## src/rtl/mem_arbiter_if.sv

```systemverilog
// Bus bundle tying the fetch port, the data port and the shared single-port memory
// to the arbiter; the arbiter owns the master view, the CPU/memory side the slave view.
interface mem_arbiter_if #(
    parameter int AW = 8,
    parameter int DW = 8
);
    logic          f_req;
    logic [AW-1:0] f_addr;
    logic          f_gnt;
    logic [DW-1:0] f_rdata;
    logic          f_rvalid;

    logic          d_req;
    logic          d_we;
    logic [AW-1:0] d_addr;
    logic [DW-1:0] d_wdata;
    logic          d_gnt;
    logic [DW-1:0] d_rdata;
    logic          d_rvalid;

    logic          mem_read;
    logic          mem_write;
    logic [AW-1:0] mem_addr;
    logic [DW-1:0] mem_wdata;
    logic [DW-1:0] mem_rdata;

    logic          busy;

    modport master (
        input  f_req, f_addr, d_req, d_we, d_addr, d_wdata, mem_rdata,
        output f_gnt, f_rdata, f_rvalid, d_gnt, d_rdata, d_rvalid,
        output mem_read, mem_write, mem_addr, mem_wdata, busy
    );

    modport slave (
        output f_req, f_addr, d_req, d_we, d_addr, d_wdata, mem_rdata,
        input  f_gnt, f_rdata, f_rvalid, d_gnt, d_rdata, d_rvalid,
        input  mem_read, mem_write, mem_addr, mem_wdata, busy
    );
endinterface

```

## src/rtl/mem_arbiter.sv

```systemverilog
// Two-port (instruction fetch / data) arbiter in front of a single-port memory:
// one-cycle accesses, round-robin on ties, back-to-back grants between ports.
module mem_arbiter #(
    parameter int AW = 8,
    parameter int DW = 8
) (
    input  logic          clk,
    input  logic          reset,
    mem_arbiter_if.master bus
);
    typedef enum logic [1:0] {
        IDLE  = 2'd0,
        F_ACC = 2'd1,
        D_ACC = 2'd2
    } state_t;

    localparam logic GNT_F = 1'b0;
    localparam logic GNT_D = 1'b1;

    state_t        state_r;
    logic          last_gnt_r;
    logic [AW-1:0] addr_r;
    logic [DW-1:0] wdata_r;
    logic          we_r;
    logic          f_gnt_r;
    logic          d_gnt_r;
    logic          mem_read_r;
    logic          mem_write_r;
    logic          busy_r;
    logic [DW-1:0] f_rdata_r;
    logic [DW-1:0] d_rdata_r;
    logic          f_rvalid_r;
    logic          d_rvalid_r;
    logic          pick_f_s;
    logic          pick_d_s;

    // Winner of the next access; the port being served right now is never re-picked
    always_comb begin
        pick_f_s = 1'b0;
        pick_d_s = 1'b0;
        case (state_r)
            IDLE: begin
                if (bus.f_req && bus.d_req) begin
                    pick_f_s = (last_gnt_r == GNT_D);
                    pick_d_s = (last_gnt_r == GNT_F);
                end else begin
                    pick_f_s = bus.f_req;
                    pick_d_s = bus.d_req;
                end
            end
            F_ACC:   pick_d_s = bus.d_req;
            D_ACC:   pick_f_s = bus.f_req;
            default: begin
                pick_f_s = 1'b0;
                pick_d_s = 1'b0;
            end
        endcase
    end

    // Access FSM with registered grants, memory strobes and read-data capture
    always_ff @(posedge clk or posedge reset) begin
        if (reset) begin
            state_r     <= IDLE;
            last_gnt_r  <= GNT_D;
            addr_r      <= {AW{1'b0}};
            wdata_r     <= {DW{1'b0}};
            we_r        <= 1'b0;
            f_gnt_r     <= 1'b0;
            d_gnt_r     <= 1'b0;
            mem_read_r  <= 1'b0;
            mem_write_r <= 1'b0;
            busy_r      <= 1'b0;
            f_rdata_r   <= {DW{1'b0}};
            d_rdata_r   <= {DW{1'b0}};
            f_rvalid_r  <= 1'b0;
            d_rvalid_r  <= 1'b0;
        end else begin
            f_rvalid_r <= 1'b0;
            d_rvalid_r <= 1'b0;
            // The access cycle ends at this edge, so memory read data is sampled now
            case (state_r)
                F_ACC: begin
                    f_rdata_r  <= bus.mem_rdata;
                    f_rvalid_r <= 1'b1;
                end
                D_ACC: begin
                    if (!we_r) begin
                        d_rdata_r  <= bus.mem_rdata;
                        d_rvalid_r <= 1'b1;
                    end
                end
                default: begin
                end
            endcase

            if (pick_f_s) begin
                state_r     <= F_ACC;
                last_gnt_r  <= GNT_F;
                addr_r      <= bus.f_addr;
                we_r        <= 1'b0;
                f_gnt_r     <= 1'b1;
                d_gnt_r     <= 1'b0;
                mem_read_r  <= 1'b1;
                mem_write_r <= 1'b0;
                busy_r      <= 1'b1;
            end else if (pick_d_s) begin
                state_r     <= D_ACC;
                last_gnt_r  <= GNT_D;
                addr_r      <= bus.d_addr;
                wdata_r     <= bus.d_wdata;
                we_r        <= bus.d_we;
                f_gnt_r     <= 1'b0;
                d_gnt_r     <= 1'b1;
                mem_read_r  <= !bus.d_we;
                mem_write_r <= bus.d_we;
                busy_r      <= 1'b1;
            end else begin
                state_r     <= IDLE;
                f_gnt_r     <= 1'b0;
                d_gnt_r     <= 1'b0;
                mem_read_r  <= 1'b0;
                mem_write_r <= 1'b0;
                busy_r      <= 1'b0;
            end
        end
    end

    assign bus.f_gnt     = f_gnt_r;
    assign bus.f_rdata   = f_rdata_r;
    assign bus.f_rvalid  = f_rvalid_r;
    assign bus.d_gnt     = d_gnt_r;
    assign bus.d_rdata   = d_rdata_r;
    assign bus.d_rvalid  = d_rvalid_r;
    assign bus.mem_read  = mem_read_r;
    assign bus.mem_write = mem_write_r;
    assign bus.mem_addr  = addr_r;
    assign bus.mem_wdata = wdata_r;
    assign bus.busy      = busy_r;
endmodule

```

## src/flat_wrapper.sv

```systemverilog
// flat-port wrapper written by rule: the top's interface ports become plain ports
module mem_arbiter_flat 
#(
    parameter int AW = 8,
    parameter int DW = 8
)
  (clk, reset, bus_f_req, bus_f_addr, bus_d_req, bus_d_we, bus_d_addr, bus_d_wdata, bus_mem_rdata, bus_f_gnt, bus_f_rdata, bus_f_rvalid, bus_d_gnt, bus_d_rdata, bus_d_rvalid, bus_mem_read, bus_mem_write, bus_mem_addr, bus_mem_wdata, bus_busy);
  mem_arbiter_if #(.AW(AW), .DW(DW)) bus_i ();
  input  logic clk;
  input  logic reset;
  input wire logic [$bits(bus_i.f_req)-1:0] bus_f_req;
  input wire logic [$bits(bus_i.f_addr)-1:0] bus_f_addr;
  input wire logic [$bits(bus_i.d_req)-1:0] bus_d_req;
  input wire logic [$bits(bus_i.d_we)-1:0] bus_d_we;
  input wire logic [$bits(bus_i.d_addr)-1:0] bus_d_addr;
  input wire logic [$bits(bus_i.d_wdata)-1:0] bus_d_wdata;
  input wire logic [$bits(bus_i.mem_rdata)-1:0] bus_mem_rdata;
  output wire logic [$bits(bus_i.f_gnt)-1:0] bus_f_gnt;
  output wire logic [$bits(bus_i.f_rdata)-1:0] bus_f_rdata;
  output wire logic [$bits(bus_i.f_rvalid)-1:0] bus_f_rvalid;
  output wire logic [$bits(bus_i.d_gnt)-1:0] bus_d_gnt;
  output wire logic [$bits(bus_i.d_rdata)-1:0] bus_d_rdata;
  output wire logic [$bits(bus_i.d_rvalid)-1:0] bus_d_rvalid;
  output wire logic [$bits(bus_i.mem_read)-1:0] bus_mem_read;
  output wire logic [$bits(bus_i.mem_write)-1:0] bus_mem_write;
  output wire logic [$bits(bus_i.mem_addr)-1:0] bus_mem_addr;
  output wire logic [$bits(bus_i.mem_wdata)-1:0] bus_mem_wdata;
  output wire logic [$bits(bus_i.busy)-1:0] bus_busy;
  assign bus_i.f_req = bus_f_req;
  assign bus_i.f_addr = bus_f_addr;
  assign bus_i.d_req = bus_d_req;
  assign bus_i.d_we = bus_d_we;
  assign bus_i.d_addr = bus_d_addr;
  assign bus_i.d_wdata = bus_d_wdata;
  assign bus_i.mem_rdata = bus_mem_rdata;
  assign bus_f_gnt = bus_i.f_gnt;
  assign bus_f_rdata = bus_i.f_rdata;
  assign bus_f_rvalid = bus_i.f_rvalid;
  assign bus_d_gnt = bus_i.d_gnt;
  assign bus_d_rdata = bus_i.d_rdata;
  assign bus_d_rvalid = bus_i.d_rvalid;
  assign bus_mem_read = bus_i.mem_read;
  assign bus_mem_write = bus_i.mem_write;
  assign bus_mem_addr = bus_i.mem_addr;
  assign bus_mem_wdata = bus_i.mem_wdata;
  assign bus_busy = bus_i.busy;
  mem_arbiter #(.AW(AW), .DW(DW)) u_core (.clk(clk), .reset(reset), .bus(bus_i));
endmodule
```

## config.mk

```make
export PLATFORM = sky130hd
export DESIGN_NAME = mem_arbiter_flat
export DESIGN_NICKNAME = d
export VERILOG_FILES = /design/src/rtl/mem_arbiter_if.sv /design/src/rtl/mem_arbiter.sv /design/src/flat_wrapper.sv
export SDC_FILE = /design/constraint.sdc
export NUM_CORES = 1
export LEC_CHECK = 0
export BUFFER_PORTS_ARGS = -buffer_cell sky130_fd_sc_hd__buf_2
export CAP_MARGIN = 20
export CORE_ASPECT_RATIO = 1.1
export CORE_MARGIN = 3
export CORE_UTILIZATION = 45
export DETAILED_ROUTE_END_ITERATION = 8
export PLACE_DENSITY_LB_ADDON = 0.2
export SLEW_MARGIN = 20
export SYNTH_ARGS = -nofsm -noshare
export SYNTH_HDL_FRONTEND = slang
export SYNTH_SLANG_ARGS = --single-unit
export TNS_END_PERCENT = 30
```

## constraint.sdc

```tcl
create_clock -name clk -period 2.05 [get_ports clk]
set_clock_uncertainty 0.2 [all_clocks]
set_input_delay 0.41 -clock clk [delete_from_list [all_inputs] [get_ports clk]]
set_output_delay 0.41 -clock clk [all_outputs]
set_load 0.01 [all_outputs]
```

==> run_results.csv, run 1 <==
group,metric,value,unit
status,status,"finished clean",
cells_and_area,antenna_cells,0,
die,coreArea,3210,sq um
clock_tree,htree_levels,2,
synth,synth_largest_area_cell,"dfrtp_1",
clock_tree,root_buffer,"clkbuf_4",
timing,setup-violations-final,0,
critical_path,cp_data_required_time,2080,ps
timing,rsz0062_at_grt,"no",
clock_tree,cts-resized-gates,0,
synth,ys_warn_count,0,
place,hpwl,2.45,mm
drt,drc_errors,0,
drt,wl_per_cell,13.8,um
pwr,p_total,0.00266,W
die,die_w,62.5,um
critical_path,arrival,1810,ps
cells_and_area,syn2layout_area_growth,34.8,%
timing,slew_viol_final,0,
worst_hold_path,hp-start,"bus_d_we",
worst_hold_path,hold_depth,2,
clock_tree,insertion_delay,340,ps
timing,max_freq,563,MHz
timing,period_needed,1780,ps
clock_tree,hold_buffers,1,
clock_tree,numCtsBuffers,5,
die,start_util,49.3,%
die,die_h,68.2,um
drt,vias_per_cell,4.92,
critical_path,cp-end-kind,"register",
timing,relSlewSlack,66.6,%
critical_path,r2r_slack,270,ps
synth,synth_area_leaders,"dfrtp_1, mux2_2, a221o_1, nor3b_1, dfstp_2",
pwr,ir_worst_vdd,0.000593,V
critical_path,critPathLaunchType,"register",
critical_path,r2r-start,"u_core.state_r[0]",
synth,synth-seq-cells,41,
pwr,cellPowerDensity,1250,nW/um^2
critical_path,critPathKind,"register to register",
drt,drt_iter0_markers,29,
job,cap_violations,0,
critical_path,timing.rr.end,"u_core.bus.mem_addr[2]",
cells_and_area,finalNetCount,224,
timing,tightest_slew,502,ps
critical_path,worstPathBufferInverterCount,1,
die,dieArea,4260,sq um
cells_and_area,layout.cells.non_filler,234,
die,rows,21,
global_route,antenna_found_initial,0,
timing,finalCritPeriodShare,86.6,%
synth,avgSynthCellArea,15.1,sq um
critical_path,critical_path.startpoint,"u_core.state_r[0]",
critical_path,critPathTopFamily,"compound AO/OA/AOI/OAI gates",
global_route,grt_pass1_vias,1252,
global_route,grt.total_usage,16.9,%
clock_tree,cts_tree,"built",
clock_tree,postCtsSetupBuffers,0,
critical_path,cp_max_fo,16,
drt,dr.pass1.iters,3,
synth,synth.top_cell.area_share,63.3,%
drt,routed_wl,3.22,mm
die,io_pins,76,
clock_tree,cts.sinks,41,
drt,drtAntennaViolNets,0,
worst_hold_path,min_to,"u_core.bus.mem_read",
synth,netlist_area,1580,sq um
global_route,grt_max_degree,42,
critical_path,worstPathCellList,"nor2b_1 -> a21oi_2 -> buf_4 -> a221o_1",
place,dp.cells,225,
clock_tree,cts.clk_slew.worst_paths,120,ps
pwr,p_leak,1.07,nW
timing,hold_viol,0,
critical_path,critPathSlowestCell,"dfrtp_1",
place,gp_congestion,0.816,
place,portBuffers,75,
worst_hold_path,hp-class,"input pin to register",
critical_path,slowest_delay,440,ps
drt,vias,1151,
synth,ys_types,23,
synth,ys_seq_area_share,65.0,%
critical_path,rr_worst_depth,4,
critical_path,crit_cells,4,
synth,postSynthCellCount,105,
cells_and_area,drive_gt1_share,60.6,%
global_route,gr-total-overflow,0,
timing,fin_setup_tns,0,ps
global_route,grt_pass1_wl,5.57,mm
synth,synth_fp_nets,142,
clock_tree,clockBufferDepth,2,
==> cells in the final DEF (no fill, tap or decap), drive strengths merged <==
cell type,count
a21o,1
a21oi,2
a221o,7
a22oi,1
and2,1
and3,1
buf,80
bufinv,2
clkbuf,5
clkinv,1
dfrtp,40
dfstp,1
dlygate4sd3,1
inv,3
mux2,24
nand2b,2
nand3b,1
nor2,1
nor2b,2
nor3b,8
o21a,1
o21bai,1
o2bb2ai,1
or3b,1
==> flip-flops by register name, summed over array words and instances, names as in the netlist, 8 cells and up <==
register,cells
u_core.bus.d_rdata,8
u_core.bus.f_rdata,8
u_core.bus.mem_addr,8
u_core.bus.mem_wdata,8
==> routing by layer <==
metal / track usage (%) / wire, um / up-vias
met5: 0 / 0 / -
met4: 7.44 / 46 / 0
met3: 4.27 / 231 / 5
met2: 31.8 / 1720 / 46
met1: 18.3 / 1230 / 560
li1: - / - / 540
==> report_power, final <==
part / leakage [nW] / switching (W) / internal (W)
combinational: 0.524 / 0.000387 / 0.000436
sequential: 0.490 / 0.000125 / 0.00107
clock: 0.0552 / 0.000256 / 0.000378
==> cell type report <==
cell class                 count  area [sq um]
sequential                    41          1030
inverter                       3          11.3
timing repair buffer          81           423
clock inverter                 3          65.1
clock buffer                   5          37.5
tap                           46          57.6
multi-input combinational     55           510
fill                         276          1070
==> worst max path at each step <==
stage | to
finish | u_core.bus.mem_addr[2]
global route | u_core.bus.mem_addr[2]
CTS | u_core.bus.mem_addr[2]
detailed placement | u_core.bus.mem_addr[2]
global placement | u_core.bus.mem_addr[1]
floorplan | u_core.bus.mem_wdata[5]
==> stage by stage <==
stage	utilization (%)	hold WS (ps)	cell area [sq um]	setup slack, ps
finish	66.5	71.2	2130	275
global route	66.5	66.0	2130	176
CTS	66.5	59.2	2130	266
detailed placement	63.0	271	2020	179
global placement	63.0	267	2020	276
floorplan	-	250	1580	301
==> synth_stat cells <==
cell / count
dfrtp_1: 40
mux2_2: 24
nor3b_1: 8
a221o_1: 7
clkbuf_1: 3
inv_1: 3
buf_2: 2
nand2b_1: 2
nor2b_1: 2
a21o_1: 1
a21oi_1: 1
a21oi_2: 1
a22oi_1: 1
and2_1: 1
and3_1: 1
buf_6: 1
dfstp_2: 1
nand3b_1: 1
nor2_1: 1
o21a_1: 1
o21bai_1: 1
o2bb2ai_1: 1
or3b_1: 1
==> logic make-up after synthesis <==
| kind of cell | count (synthesis) | synth area share, % |
|---|---|---|
| AO/OA/AOI/OAI | 14 | 7.75 |
| buffers and inverters | 9 | 2.77 |
| flip-flops | 41 | 65.0 |
| multiplexers | 24 | 17.1 |
| AND/OR/NAND/NOR | 17 | 7.44 |
Power figures use the tool's default switching activity.
==> inputs of run 2 (changes only) <==
--- a/config.mk
+++ b/config.mk
@@ -7,10 +7,13 @@
 export LEC_CHECK = 0
 export BUFFER_PORTS_ARGS = -buffer_cell sky130_fd_sc_hd__buf_2
 export CAP_MARGIN = 20
+export CELL_PAD_IN_SITES_DETAIL_PLACEMENT = 0
+export CELL_PAD_IN_SITES_GLOBAL_PLACEMENT = 1
 export CORE_ASPECT_RATIO = 1.1
 export CORE_MARGIN = 3
-export CORE_UTILIZATION = 45
+export CORE_UTILIZATION = 35
 export DETAILED_ROUTE_END_ITERATION = 8
+export HOLD_SLACK_MARGIN = 0.06
 export PLACE_DENSITY_LB_ADDON = 0.2
 export SLEW_MARGIN = 20
 export SYNTH_ARGS = -nofsm -noshare
==> run_results.csv, run 2 (same netlist as run 1, synthesis figures left out) <==
group,metric,value,unit
timing,tightest_slew,500,ps
critical_path,cp_data_required_time,2020,ps
global_route,use_met2,23.5,%
clock_tree,cts.clk_slew.worst_paths,70,ps
drt,vias_per_cell,4.71,
global_route,busiest_layer,"met2",
drt,drc_errors,0,
critical_path,critPathKind,"register to register",
drt,drt_iter0_markers,33,
global_route,grt_pass1_vias,1243,
worst_hold_path,hp-class,"input pin to register",
pwr,p_switching,0.000771,W
drt,wl_per_cell,14.2,um
timing,setup-violations-final,0,
clock_tree,postCtsSetupBuffers,0,
die,io_pins,76,
clock_tree,cts_tree,"built",
place,dp.cells,235,
timing,fin_setup_tns,0,ps
status,status,"finished clean",
pwr,combPwrFrac,30.9,%
cells_and_area,drive_gt1_share,60.5,%
timing,whs,122,ps
cells_and_area,layout_commonest_cell,"buf_2",
cells_and_area,syn2layout_area_growth,37.3,%
clock_tree,numCtsBuffers,5,
timing,max_freq,582,MHz
drt,drtAntennaViolNets,0,
die,start_util,36.6,%
die,die_w,70.1,um
critical_path,r2r_slack,330,ps
critical_path,critical_path.startpoint,"u_core.bus.d_gnt",
clock_tree,insertion_delay,290,ps
die,die_h,76.5,um
global_route,gr-total-overflow,0,
timing,hold_viol,0,
global_route,use_met1,15.7,%
global_route,grt.total_usage,13.8,%
critical_path,cp-end-kind,"register",
timing,relSlewSlack,66.7,%
critical_path,rr_worst_depth,3,
pwr,ir_worst_vdd,0.000368,V
critical_path,endpoint,"u_core.bus.mem_addr[2]",
timing,finalCritPeriodShare,83.9,%
pwr,internal-power,0.00192,W
pwr,p_seq_share,44.7,%
clock_tree,clockBufferDepth,2,
timing,period_needed,1720,ps
clock_tree,htree_levels,2,
drt,routed_wl,3.46,mm
die,dieArea,5360,sq um
critical_path,critPathLaunchType,"register",
cells_and_area,layout.cells.non_filler,244,
timing,slew_viol_final,0,
pwr,p_clk_share,24.4,%
job,cap_violations,0,
timing,rsz0062_at_grt,"no",
critical_path,r2r-start,"u_core.bus.d_gnt",
critical_path,cp_max_fo,9,
global_route,grt_max_degree,42,
place,portBuffers,75,
clock_tree,cts.sinks,41,
place,gp_congestion,0.761,
die,rows,25,
pwr,switching_share,28.7,%
global_route,met3_usage,3.69,%
global_route,antenna_found_initial,0,
critical_path,arrival,1690,ps
pwr,p_leak,1.08,nW
pwr,cellPowerDensity,1240,nW/um^2
drt,vias,1149,
global_route,grt_pass1_wl,5.78,mm
clock_tree,root_buffer,"clkbuf_8",
cells_and_area,final_cell_mix,"buf_2, dfrtp_1, mux2_2, nor3b_1",
cells_and_area,antenna_cells,0,
critical_path,timing.rr.end,"u_core.bus.mem_addr[2]",
cells_and_area,finalNetCount,226,
die,coreArea,4320,sq um
drt,dr.pass1.iters,4,
place,hpwl,2.66,mm
## run 2: area by class of cell
cell class	count	area [sq um]
Timing Repair Buffer	83	438
Sequential cell	41	1030
Fill cell	414	2150
Inverter	3	11.3
Tap cell	54	67.6
Clock inverter	1	30.0
Clock buffer	7	86.3
Multi-Input combinational cell	55	510
## run 2: power groups by stage
| stage | clock network, W | logic (W) | registers (W) |
|---|---|---|---|
| floorplan | 0 | 0.000346 | 0.00134 |
| global placement | 0 | 0.000832 | 0.00121 |
| detailed placement | 0 | 0.000851 | 0.00122 |
| CTS | 0.000682 | 0.000852 | 0.00121 |
| global route | 0.000718 | 0.000908 | 0.00124 |
| finish | 0.000656 | 0.000830 | 0.00120 |
## run 2: worst min-delay path by stage
| stage | from | to | depth (start not counted) |
|---|---|---|---|
| 2_1_floorplan | u_core.we_r | u_core.we_r | 1 |
| 3_3_place_gp | u_core.we_r | u_core.we_r | 1 |
| 3_5_place_dp | u_core.we_r | u_core.we_r | 1 |
| 4_1_cts | bus_d_we | u_core.bus.mem_read | 2 |
| 5_1_grt | bus_d_we | u_core.bus.mem_read | 2 |
| 6_report | bus_d_we | u_core.bus.mem_read | 2 |
## run 2: critical path, stage by stage (launching register included)
cell and delay [ps]:
dfrtp_1 420, or3b_1 380, and2_1 270, a221o_1 330
## run 2: what timing repair did
action,CTS,global route
gates resized for setup,0,0
hold endpoints to repair,40,0
hold buffers,1,0
## run 2: routing by layer
metal / wire (um) / share of wire (%)
met1: 1380 / 40
met2: 1740 / 50
met3: 279 / 8.1
met4: 65 / 1.9
met5: 0 / 0
## run 2: stage by stage
stage	setup slack, ps	instance area (sq um)	utilization [%]	total power [W]
3_5_place_dp	242	2040	47.4	0.00207
2_1_floorplan	301	1580	-	0.00169
3_3_place_gp	296	2040	47.4	0.00204
6_report	331	2170	50.3	0.00269
5_1_grt	262	2170	50.3	0.00286
4_1_cts	324	2170	50.3	0.00274
